## src/rtl/gmii_frame_gen.sv

```systemverilog
// N-channel GMII frame generator: one srdy/drdy command port, per-channel
// preamble/SFD/seeded-payload/IFG sequencer with frame counters.
module gmii_frame_gen #(
   parameter int unsigned NUM_CH  = 4,
   parameter int unsigned CH_W    = 3,
   parameter int unsigned LEN_W   = 11,
   parameter int unsigned MIN_LEN = 64,
   parameter int unsigned MAX_LEN = 1518,
   parameter int unsigned PRE_LEN = 7,
   parameter int unsigned IFG_LEN = 12
) (
   input  logic                   clk,
   input  logic                   reset_n,
   input  logic                   cmd_srdy,
   output logic                   cmd_drdy,
   input  logic [CH_W-1:0]        cmd_ch,
   input  logic [LEN_W-1:0]       cmd_len,
   input  logic [7:0]             cmd_seed,
   output logic                   cmd_err,
   output logic [NUM_CH-1:0]      gmii_rx_dv,
   output logic [NUM_CH*8-1:0]    gmii_rxd,
   output logic [NUM_CH-1:0]      busy,
   output logic [NUM_CH-1:0]      frame_done,
   output logic [NUM_CH*16-1:0]   frame_count
);

   localparam int unsigned CNT_W = LEN_W;
   localparam int unsigned SEL_W = CH_W + 1;
   localparam logic [7:0]  PRE_BYTE = 8'h55;
   localparam logic [7:0]  SFD_BYTE = 8'hD5;

   typedef enum logic [2:0] {
      S_IDLE,
      S_PRE,
      S_SFD,
      S_DATA,
      S_IFG
   } state_t;

   state_t              state_q [NUM_CH];
   state_t              state_n [NUM_CH];
   logic [CNT_W-1:0]    cnt_q   [NUM_CH];
   logic [CNT_W-1:0]    cnt_n   [NUM_CH];
   logic [LEN_W-1:0]    len_q   [NUM_CH];
   logic [LEN_W-1:0]    len_n   [NUM_CH];
   logic [7:0]          byte_q  [NUM_CH];
   logic [7:0]          byte_n  [NUM_CH];
   logic [7:0]          rxd_q   [NUM_CH];
   logic [7:0]          rxd_n   [NUM_CH];
   logic [15:0]         count_q [NUM_CH];
   logic [15:0]         count_n [NUM_CH];
   logic [NUM_CH-1:0]   dv_q, dv_n;
   logic [NUM_CH-1:0]   busy_q, busy_n;
   logic [NUM_CH-1:0]   done_q, done_n;
   logic                err_q, err_n;

   logic                ch_legal_c;
   logic [NUM_CH-1:0]   sel_c;
   logic                accept_c;
   logic [LEN_W-1:0]    len_clamp_c;

   // Command decode; channel compare is one bit wider so NUM_CH == 2**CH_W works
   always_comb begin
      ch_legal_c = ({1'b0, cmd_ch} < SEL_W'(NUM_CH));
      sel_c      = '0;
      for (int k = 0; k < NUM_CH; k++) begin
         sel_c[k] = ({1'b0, cmd_ch} == SEL_W'(k));
      end
      cmd_drdy = ~ch_legal_c | ~(|(sel_c & busy_q));
      accept_c = cmd_srdy & cmd_drdy;
      if (cmd_len < LEN_W'(MIN_LEN)) begin
         len_clamp_c = LEN_W'(MIN_LEN);
      end else if (cmd_len > LEN_W'(MAX_LEN)) begin
         len_clamp_c = LEN_W'(MAX_LEN);
      end else begin
         len_clamp_c = cmd_len;
      end
   end

   // Per-channel next state; outputs are computed one cycle ahead and registered
   always_comb begin
      err_n = cmd_srdy & ~ch_legal_c;
      dv_n   = '0;
      done_n = '0;
      busy_n = '0;
      for (int k = 0; k < NUM_CH; k++) begin
         state_n[k] = state_q[k];
         cnt_n[k]   = cnt_q[k];
         len_n[k]   = len_q[k];
         byte_n[k]  = byte_q[k];
         rxd_n[k]   = 8'h00;
         count_n[k] = count_q[k];
         unique case (state_q[k])
            S_IDLE: begin
               if (accept_c && sel_c[k]) begin
                  state_n[k] = S_PRE;
                  cnt_n[k]   = '0;
                  len_n[k]   = len_clamp_c;
                  byte_n[k]  = cmd_seed;
                  dv_n[k]    = 1'b1;
                  rxd_n[k]   = PRE_BYTE;
               end
            end
            S_PRE: begin
               dv_n[k] = 1'b1;
               if (cnt_q[k] == CNT_W'(PRE_LEN - 1)) begin
                  state_n[k] = S_SFD;
                  rxd_n[k]   = SFD_BYTE;
               end else begin
                  cnt_n[k] = cnt_q[k] + CNT_W'(1);
                  rxd_n[k] = PRE_BYTE;
               end
            end
            S_SFD: begin
               state_n[k] = S_DATA;
               cnt_n[k]   = '0;
               dv_n[k]    = 1'b1;
               rxd_n[k]   = byte_q[k];
               byte_n[k]  = byte_q[k] + 8'd1;
            end
            S_DATA: begin
               if (cnt_q[k] == len_q[k] - CNT_W'(1)) begin
                  state_n[k] = S_IFG;
                  cnt_n[k]   = '0;
                  done_n[k]  = 1'b1;
                  count_n[k] = count_q[k] + 16'd1;
               end else begin
                  cnt_n[k]  = cnt_q[k] + CNT_W'(1);
                  dv_n[k]   = 1'b1;
                  rxd_n[k]  = byte_q[k];
                  byte_n[k] = byte_q[k] + 8'd1;
               end
            end
            S_IFG: begin
               if (cnt_q[k] == CNT_W'(IFG_LEN - 1)) begin
                  state_n[k] = S_IDLE;
               end else begin
                  cnt_n[k] = cnt_q[k] + CNT_W'(1);
               end
            end
            default: state_n[k] = S_IDLE;
         endcase
         busy_n[k] = (state_n[k] != S_IDLE);
      end
   end

   always_ff @(posedge clk or negedge reset_n) begin
      if (!reset_n) begin
         for (int k = 0; k < NUM_CH; k++) begin
            state_q[k] <= S_IDLE;
            cnt_q[k]   <= '0;
            len_q[k]   <= '0;
            byte_q[k]  <= '0;
            rxd_q[k]   <= '0;
            count_q[k] <= '0;
         end
         dv_q   <= '0;
         busy_q <= '0;
         done_q <= '0;
         err_q  <= 1'b0;
      end else begin
         for (int k = 0; k < NUM_CH; k++) begin
            state_q[k] <= state_n[k];
            cnt_q[k]   <= cnt_n[k];
            len_q[k]   <= len_n[k];
            byte_q[k]  <= byte_n[k];
            rxd_q[k]   <= rxd_n[k];
            count_q[k] <= count_n[k];
         end
         dv_q   <= dv_n;
         busy_q <= busy_n;
         done_q <= done_n;
         err_q  <= err_n;
      end
   end

   assign gmii_rx_dv = dv_q;
   assign busy       = busy_q;
   assign frame_done = done_q;
   assign cmd_err    = err_q;

   for (genvar k = 0; k < NUM_CH; k++) begin : g_pack
      assign gmii_rxd[8*k +: 8]     = rxd_q[k];
      assign frame_count[16*k +: 16] = count_q[k];
   end

endmodule

```

## config.mk

```make
export PLATFORM = sky130hd
export DESIGN_NAME = gmii_frame_gen
export DESIGN_NICKNAME = d
export VERILOG_FILES = /design/src/rtl/gmii_frame_gen.sv
export SDC_FILE = /design/constraint.sdc
export NUM_CORES = 1
export LEC_CHECK = 0
export CAP_MARGIN = 15
export CORE_UTILIZATION = 40
export CTS_BUF_LIST = sky130_fd_sc_hd__clkbuf_4
export CTS_CLUSTER_SIZE = 28
export DETAILED_ROUTE_END_ITERATION = 12
export GPL_TIMING_DRIVEN = 0
export PLACE_DENSITY = 0.69
export SKIP_CTS_REPAIR_TIMING = 1
export SYNTH_ARGS = -nofsm -noshare
export SYNTH_HDL_FRONTEND = slang
export SYNTH_SLANG_ARGS = --single-unit
```

## constraint.sdc

```tcl
create_clock -name clk -period 3.36 [get_ports clk]
set_clock_uncertainty 0.05 [all_clocks]
set_input_delay 0.504 -clock clk [delete_from_list [all_inputs] [get_ports clk]]
set_output_delay 0.504 -clock clk [all_outputs]
set_load 0.01 [all_outputs]
```

# Yosys cells after proc, flatten, opt, wreduce, memory -nomap -nowiden
# Index checks and enable logic that the tools add are counted.
# Widths: inputs -> output; s select.
[word_totals] ff_bits=241 elab_cells=232 input_bits=25
[classes] n_eq_ne=47 n_reduce_logical=42 muxes=90 add_sub_neg=16 n_bitwise=6 n_lt_le_gt_ge=3
[op_table] op="$pmux 11 s5" n=4
[op_table] op="$mux 11" n=18
[op_table] op="$mux 8" n=16
[op_table] op="$pmux 8 s4" n=4
[op_table] op="$pmux 8 s3" n=4
[op_table] op="$add 16x1->16 const B" n=4
[op_table] op="$pmux 3 s5" n=4
[op_table] op="$mux 3" n=16
[op_table] op="$add 11x1->11 const B" n=4
[op_table] op="$eq 11x11->1" n=4
[op_table] op="$eq 11x3->1 const B" n=4
[op_table] op="$eq 11x4->1 const B" n=4
[op_table] op="$sub 11x1->11 const B" n=4
[op_table] op="$add 8x1->8 const B" n=4
[op_table] op="$ne 2x2->1 const B" n=16
[op_table] op="$eq 3x2->1 const B" n=10
[op_table] op="$mux 7" n=4
[op_table] op="$reduce_bool 3->1" n=8
[op_table] op="$reduce_bool 5->1" n=4
[op_table] op="$mux 1" n=16
[op_table] op="$reduce_and 2->1" n=8
[op_table] op="$reduce_and 4->1" n=4
[op_table] op="$eq 3x1->1 const B" n=5
[op_table] op="$logic_not 3->1" n=5
[op_table] op="13 further kinds" n=30

# Longest topological paths before layout
# Gate-level depths: netlist of run 1.
[depth] ltp_word=10 depth_mapped=13

# Least setup slack after synthesis of run 1
# No wires, ideal clock.
[synth_timing] path_type="register to register" start="register len_q[11] (netlist bit)" end="register byte_q[12] (netlist bit)" required_time_ps=3179 arrival_ps=2862 stages_incl_launch_ff=12 slack_ps=317 path_cell_list="dfrtp_1 -> inv_1 -> ha_1 -> buf_2 -> or4b_2 -> nor4_1 -> o22ai_1 -> nor4_2 -> and3_4 -> nand2b_4 -> mux2_1 -> or3_1"
[synth_between] elab_chain_cells=4
[synth_rtl] item="start: declaration" line_no="44" rtl="logic [LEN_W-1:0] len_q [NUM_CH];"
[synth_rtl] item="start signal: indexed assignment" line_no="165" rtl="len_q[k] <= len_n[k];"
[synth_rtl] item="$sub 11x1->11" line_no="122" rtl="if (cnt_q[k] == len_q[k] - CNT_W'(1)) begin"
[synth_rtl] item="$eq 11x11->1" line_no="122"
[synth_rtl] item="$ne 2x2->1 (no line)"
[synth_rtl] item="$reduce_and 3->1 (no line)"
[synth_rtl] item="end signal: indexed assignment" line_no="166" rtl="byte_q[k] <= byte_n[k];"
[synth_rtl] item="end: declaration" line_no="46" rtl="logic [7:0] byte_q [NUM_CH];"
# Every way passes these cells.
# A chain may end at the register's enable or synchronous reset.

# Worst setup path after layout of run 1
[layout_timing] start="register len_q[14] (netlist bit)" end="register byte_q[12] (netlist bit)"
# The elaborated chain is that of the path after synthesis.

==> run metrics, run 1 <==
Register Area=0.00603 sq mm; sw power=2.85 mW; number of synthesized flops with an enable pin=0; reg2reg setup slack=0.12 ns; via-per-instance ratio=5.39; Yosys cell types=86; PortBufs=134; Hold WC Path Type=input port to asynchronous set/reset pin; GP Congestion=0.867; R2R Path Start=len_q[14]; Die H=182 um; Final Critical Period=3.24 ns; starting density of the core=0.409; DRT Pass-1 Iters=5; Slew headroom=0.453; final hold viol count=0; Final Cell Area=0.0160 sq mm; clock slew at reported path FFs=0.06 ns; dpl hpwl=23.1 mm; syn nets=1431; H-tree lvl count=3; Combinational Power Share=0.266; Detailed Route WL=32.5 mm; slew at the pin closest to its max-slew limit=0.814 ns; commonest non-fill, non-tap cell in the layout=dfrtp_1; Setup violations, final=0; max-cap violations=0; Worst path slowest cell=or4_1; layout cells sized above 1=0.116; Worst Path Required=3.83 ns; Clock Latency Late Sink=0.66 ns; CTS Buf Count=68; row count=65; Post-synth ARST share=1.00; WS Path Type=flip-flop to flip-flop; number of remaining DRC errors=0; DIE AREA=0.0332 sq mm; sequential fraction of the synthesis area=0.464; worst setup margin=0.117 ns; Top Ports=135; Mapped Area=0.0130 sq mm; vias in the first global route=10700; post-layout util=0.502; switching power share of the total=0.333; clock network fraction of design power=0.301; fin cells=2075; CP max stage delay=0.51 ns; fill count=2960; Layout area overhead=22.8%; CTS tree=yes; arrival time worst endpoint=3.71 ns; drt wl/cell=15.7 um; GRT Util Overall=0.197; global-route wire length before repair=53.7 mm; FMAX=0.308 GHz; area taken by multi-input logic gates=0.00667 sq mm; Post-synth top flop=dfrtp_1; Lkg Pwr=6.95 nW; Worst R2R Path Depth=10; post-synth top area cell=dfrtp_1; gr ovfl total=0; peak supply drop=0.216 mV; Iteration-0 DRC Markers=714; Post-Place Cells=1957; DP Area=0.0150 sq mm; Sink Count=241; via count of the routed design=11200; startpoint types=flip-flop; period utilization=0.965; reg2reg end=byte_q[12]; P per Cell Area=536 mW/mm^2; Flop pwr share=0.433; Floorplan Core Area=0.0318 sq mm; Synth warnings=0; CTS Buffer Depth=3; Syn Inst Count=1386; largest net degree at the start of global routing=121; Die Wd=182 um; flops & latches, synth=241; Int Power=5.70 mW; top-area cell type share of the netlist area=0.464; CP cell instances=clkbuf_2 > or4_1 > buf_2 > nor4b_2 > o22ai_2 > nor4_4 > and3_4 > nand2b_4 > mux2_1 > or3_1; Routed Antenna Nets=0; initial antenna violation count=2; Crit. End Element=flip-flop; Final nets=1641; commonest cells after routing, fill and taps aside=240 x dfrtp_1, 141 x nand2_1, 133 x clkdlybuf4s50_1, 101 x nor2_1; critical path fanouts, max=7; clk root buf=clkbuf_4; outcome=finished clean; synth top area cells=dfrtp_1 46%, xnor2_1 4.7%, nand2_1 4.1%, o21ai_0 3.7%, xor2_1 3.3%; syn_area_per_cell=9.38 sq um; pins over their slew limit=0; DP Worst Slack=-0.590 ns
-- cells in the mapped netlist (all sizes together) (24+ instances only) --
| cell type | n |
|---|---|
| nor3 | 61 |
| nand2 | 142 |
| and3 | 41 |
| nor2b | 24 |
| inv | 46 |
| dfrtp | 241 |
| a21oi | 46 |
| nand3 | 55 |
| nand4 | 31 |
| o21ai | 98 |
| nor2 | 101 |
| xnor2 | 70 |
| clkbuf | 52 |
| xor2 | 49 |
-- worst max-delay path, delay by kind of cell, from the launching register on --
| kind | cells | cell delay (ns) |
|---|---|---|
| mux | 1 | 0.32 |
| compound gates | 1 | 0.15 |
| flops | 1 | 0.35 |
| simple gates | 6 | 1.92 |
| buf+inv | 2 | 0.34 |
-- per-stage QoR --
step	hold slack, ns	total power [mW]	TNS [ns]
after floorplan	0.158	5.16	0
after global routing	0.188	9.18	-0.0178
after CTS	-0.423	8.58	-0.825
final	0.231	8.55	0
after detailed placement	0.315	5.94	-6.77
after global placement	0.406	5.85	-2092.78
-- layer usage --
layer / GRT usage / up-vias / routed length [um] / part of all wire
met5: 0 / - / 0 / 0
met4: 0.0672 / 0 / 698 / 0.021
met3: 0.0401 / 54 / 1710 / 0.053
met2: 0.310 / 317 / 14900 / 0.46
met1: 0.271 / 5399 / 15200 / 0.47
li1: - / 5420 / - / -
-- how the worst max path moves through the flow --
| stage | start | to | cells after the start |
|---|---|---|---|
| 5_1_grt | len_q[14] | byte_q[12] | 10 |
| 2_1_floorplan | len_q[11] | byte_q[12] | 11 |
| 6_report | len_q[14] | byte_q[12] | 10 |
| 4_1_cts | len_q[22] | byte_q[20] | 12 |
| 3_5_place_dp | cmd_srdy | cnt_q[16] | 8 |
| 3_3_place_gp | reset_n | frame_count[27] | 1 |
-- sequential cells by signal (all words and copies together), names as in the netlist --
name and cells:
busy 4, byte_q 32, cmd_err 1, cnt_q 44, frame_count 64, frame_done 4
gmii_rx_dv 4, gmii_rxd 32, len_q 44, state_q 12
-- power by group through the flow --
stage	sequential [mW]	combinational [mW]	clock (mW)
final	3.70	2.28	2.57
after global placement	3.73	2.13	0
after detailed placement	3.74	2.20	0
after CTS	3.69	2.21	2.68
after global routing	3.77	2.57	2.85
after floorplan	3.68	1.49	0
-- cell families after synthesis --
group / after synthesis / share of synthesized area
AND/OR/NAND/NOR: 587 / 0.239
AO/OA/AOI/OAI: 284 / 0.143
flip-flops: 241 / 0.464
XOR/XNOR: 119 / 0.0801
buffers and inverters: 111 / 0.0349
multiplexers: 24 / 0.0209
adder cells (fa/ha/maj): 20 / 0.0192
-- final cells by class --
type | count | area share
Antenna cell | 2 | 0.000313
Buffer | 64 | 0.0178
Clock buffer | 95 | 0.0447
Clock inverter | 17 | 0.00643
Inverter | 46 | 0.0108
Multi-Input combinational cell | 1034 | 0.418
Sequential cell | 241 | 0.378
Tap cell | 435 | 0.0341
Timing Repair Buffer | 141 | 0.0903
(Power assumes the default switching activity.)
==> run 2: changes to the inputs <==
--- a/config.mk
+++ b/config.mk
@@ -6,6 +6,7 @@
 export NUM_CORES = 1
 export LEC_CHECK = 0
 export CAP_MARGIN = 15
+export CORE_MARGIN = 2
 export CORE_UTILIZATION = 40
 export CTS_BUF_LIST = sky130_fd_sc_hd__clkbuf_4
 export CTS_CLUSTER_SIZE = 28
==> run metrics, run 2 (same netlist as run 1, synthesis figures left out) <==
via-per-instance ratio=5.36; FMAX=0.305 GHz; critical path fanouts, max=9; Final Critical Period=3.27 ns; slew at the pin closest to its max-slew limit=0.814 ns; Lkg Pwr=7.02 nW; GRT Util Overall=0.197; max-cap violations=0; number of remaining DRC errors=0; met1 Resource Use GR=0.273; clk root buf=clkbuf_4; Pwr Total=8.68 mW; Routed Antenna Nets=0; reg2reg setup slack=0.09 ns; Worst Path Required=3.90 ns; CTS tree=yes; Detailed Route WL=33.2 mm; dpl hpwl=23.2 mm; commonest non-fill, non-tap cell in the layout=dfrtp_1; largest net degree at the start of global routing=122; final hold viol count=0; Sink Count=241; PortBufs=134; row count=66; period utilization=0.974; Setup Total Neg Slack=0 ns; drt wl/cell=15.8 um; via count of the routed design=11200; commonest cells after routing, fill and taps aside=240 x dfrtp_1, 141 x nand2_1, 133 x clkdlybuf4s50_1, 101 x nor2_1, 98 x clkbuf_4; GP Congestion=0.849; vias in the first global route=10900; CTS Buf Count=69; DIE AREA=0.0340 sq mm; Clock Latency Late Sink=0.71 ns; worst setup path start=len_q[11]; outcome=finished clean; initial antenna violation count=1; WS Path Type=flip-flop to flip-flop; Final Cell Area=0.0160 sq mm; DP Worst Slack=-0.606 ns; Iteration-0 DRC Markers=749; Layout area overhead=23.2%; post-layout util=0.496; R2R Path Start=len_q[11]; worst setup margin=0.0866 ns; gr ovfl total=0; pins over their slew limit=0; Top Ports=135; starting density of the core=0.403; Hold WC Path Type=input port to asynchronous set/reset pin; Die Wd=184 um; Worst R2R Path Depth=11; met3 usage=0.0389; peak supply drop=0.204 mV; Slew headroom=0.451; Final nets=1646; Floorplan Core Area=0.0323 sq mm; Setup violations, final=0; startpoint types=flip-flop; DP Area=0.0150 sq mm; fill count=3047; P per Cell Area=542 mW/mm^2; GRT busiest layer=met2; Crit. End Element=flip-flop; global-route wire length before repair=54.7 mm; CTS Buffer Depth=3; max reg flops=64; layout cells sized above 1=0.118; DRT Pass-1 Iters=5; clock slew at reported path FFs=0.06 ns; Die H=184 um; arrival time worst endpoint=3.82 ns; H-tree lvl count=3; met2 usage=0.309
==> run 2: through the flow <==
step,hold WS [ns],instances
after floorplan,0.158,1386
after global placement,0.406,1962
after detailed placement,0.250,1964
after CTS,-0.487,2083
after global routing,0.123,2092
final,0.151,2092
==> run 2: worst paths after layout <==
check,to
setup / recovery,byte_q[12]
hold / removal,cnt_q[7]
setup reg to reg,byte_q[12]
hold reg to reg,frame_count[63]
max in group asynchronous,frame_done[0]
min in group clk,frame_count[63]
==> run 2: cell type report <==
type,instances,area (sq um),area share
sequential,241,6030,0.376
timing repair buffer,145,1470,0.0918
inverter,46,173,0.0108
tap,442,553,0.0345
antenna,1,2.50,0.000156
multi-input combinational,1034,6640,0.415
clock inverter,22,130,0.00812
clock buffer,97,728,0.0455
buffer,64,290,0.0181
==> run 2: power by group <==
part           leakage (nW)  internal, mW  switching (mW)
clock                 0.512          1.42            1.31
combinational          3.42          1.03            1.24
sequential             3.08          3.29           0.409
==> run 2: metal layers <==
metal	part of all wire	wire length, um	vias to the layer above
met3	0.060	1980	61
met1	0.46	15200	5408
met2	0.46	15200	323
met4	0.021	690	0
li1	-	-	5414
met5	0	0	-
==> run 2: critical path, stage by stage, from the launching register on <==
cell and delay [ns]:
dfrtp_2 0.44, inv_1 0.09, ha_1 0.14, buf_4 0.16, or4b_4 0.49, nor4_2 0.32, o22ai_2 0.17, nor4_4 0.29
and3_4 0.24, nand2b_4 0.15, mux2_1 0.32, or3_1 0.36
==> run 3: changes to the inputs <==
--- a/config.mk
+++ b/config.mk
@@ -9,7 +9,7 @@
 export CORE_MARGIN = 2
 export CORE_UTILIZATION = 40
 export CTS_BUF_LIST = sky130_fd_sc_hd__clkbuf_4
-export CTS_CLUSTER_SIZE = 28
+export CTS_CLUSTER_SIZE = 12
 export DETAILED_ROUTE_END_ITERATION = 12
 export GPL_TIMING_DRIVEN = 0
 export PLACE_DENSITY = 0.69
==> results of run 3 <==
Same layout as run 2: the final DEF is identical, and so are final timing and power.
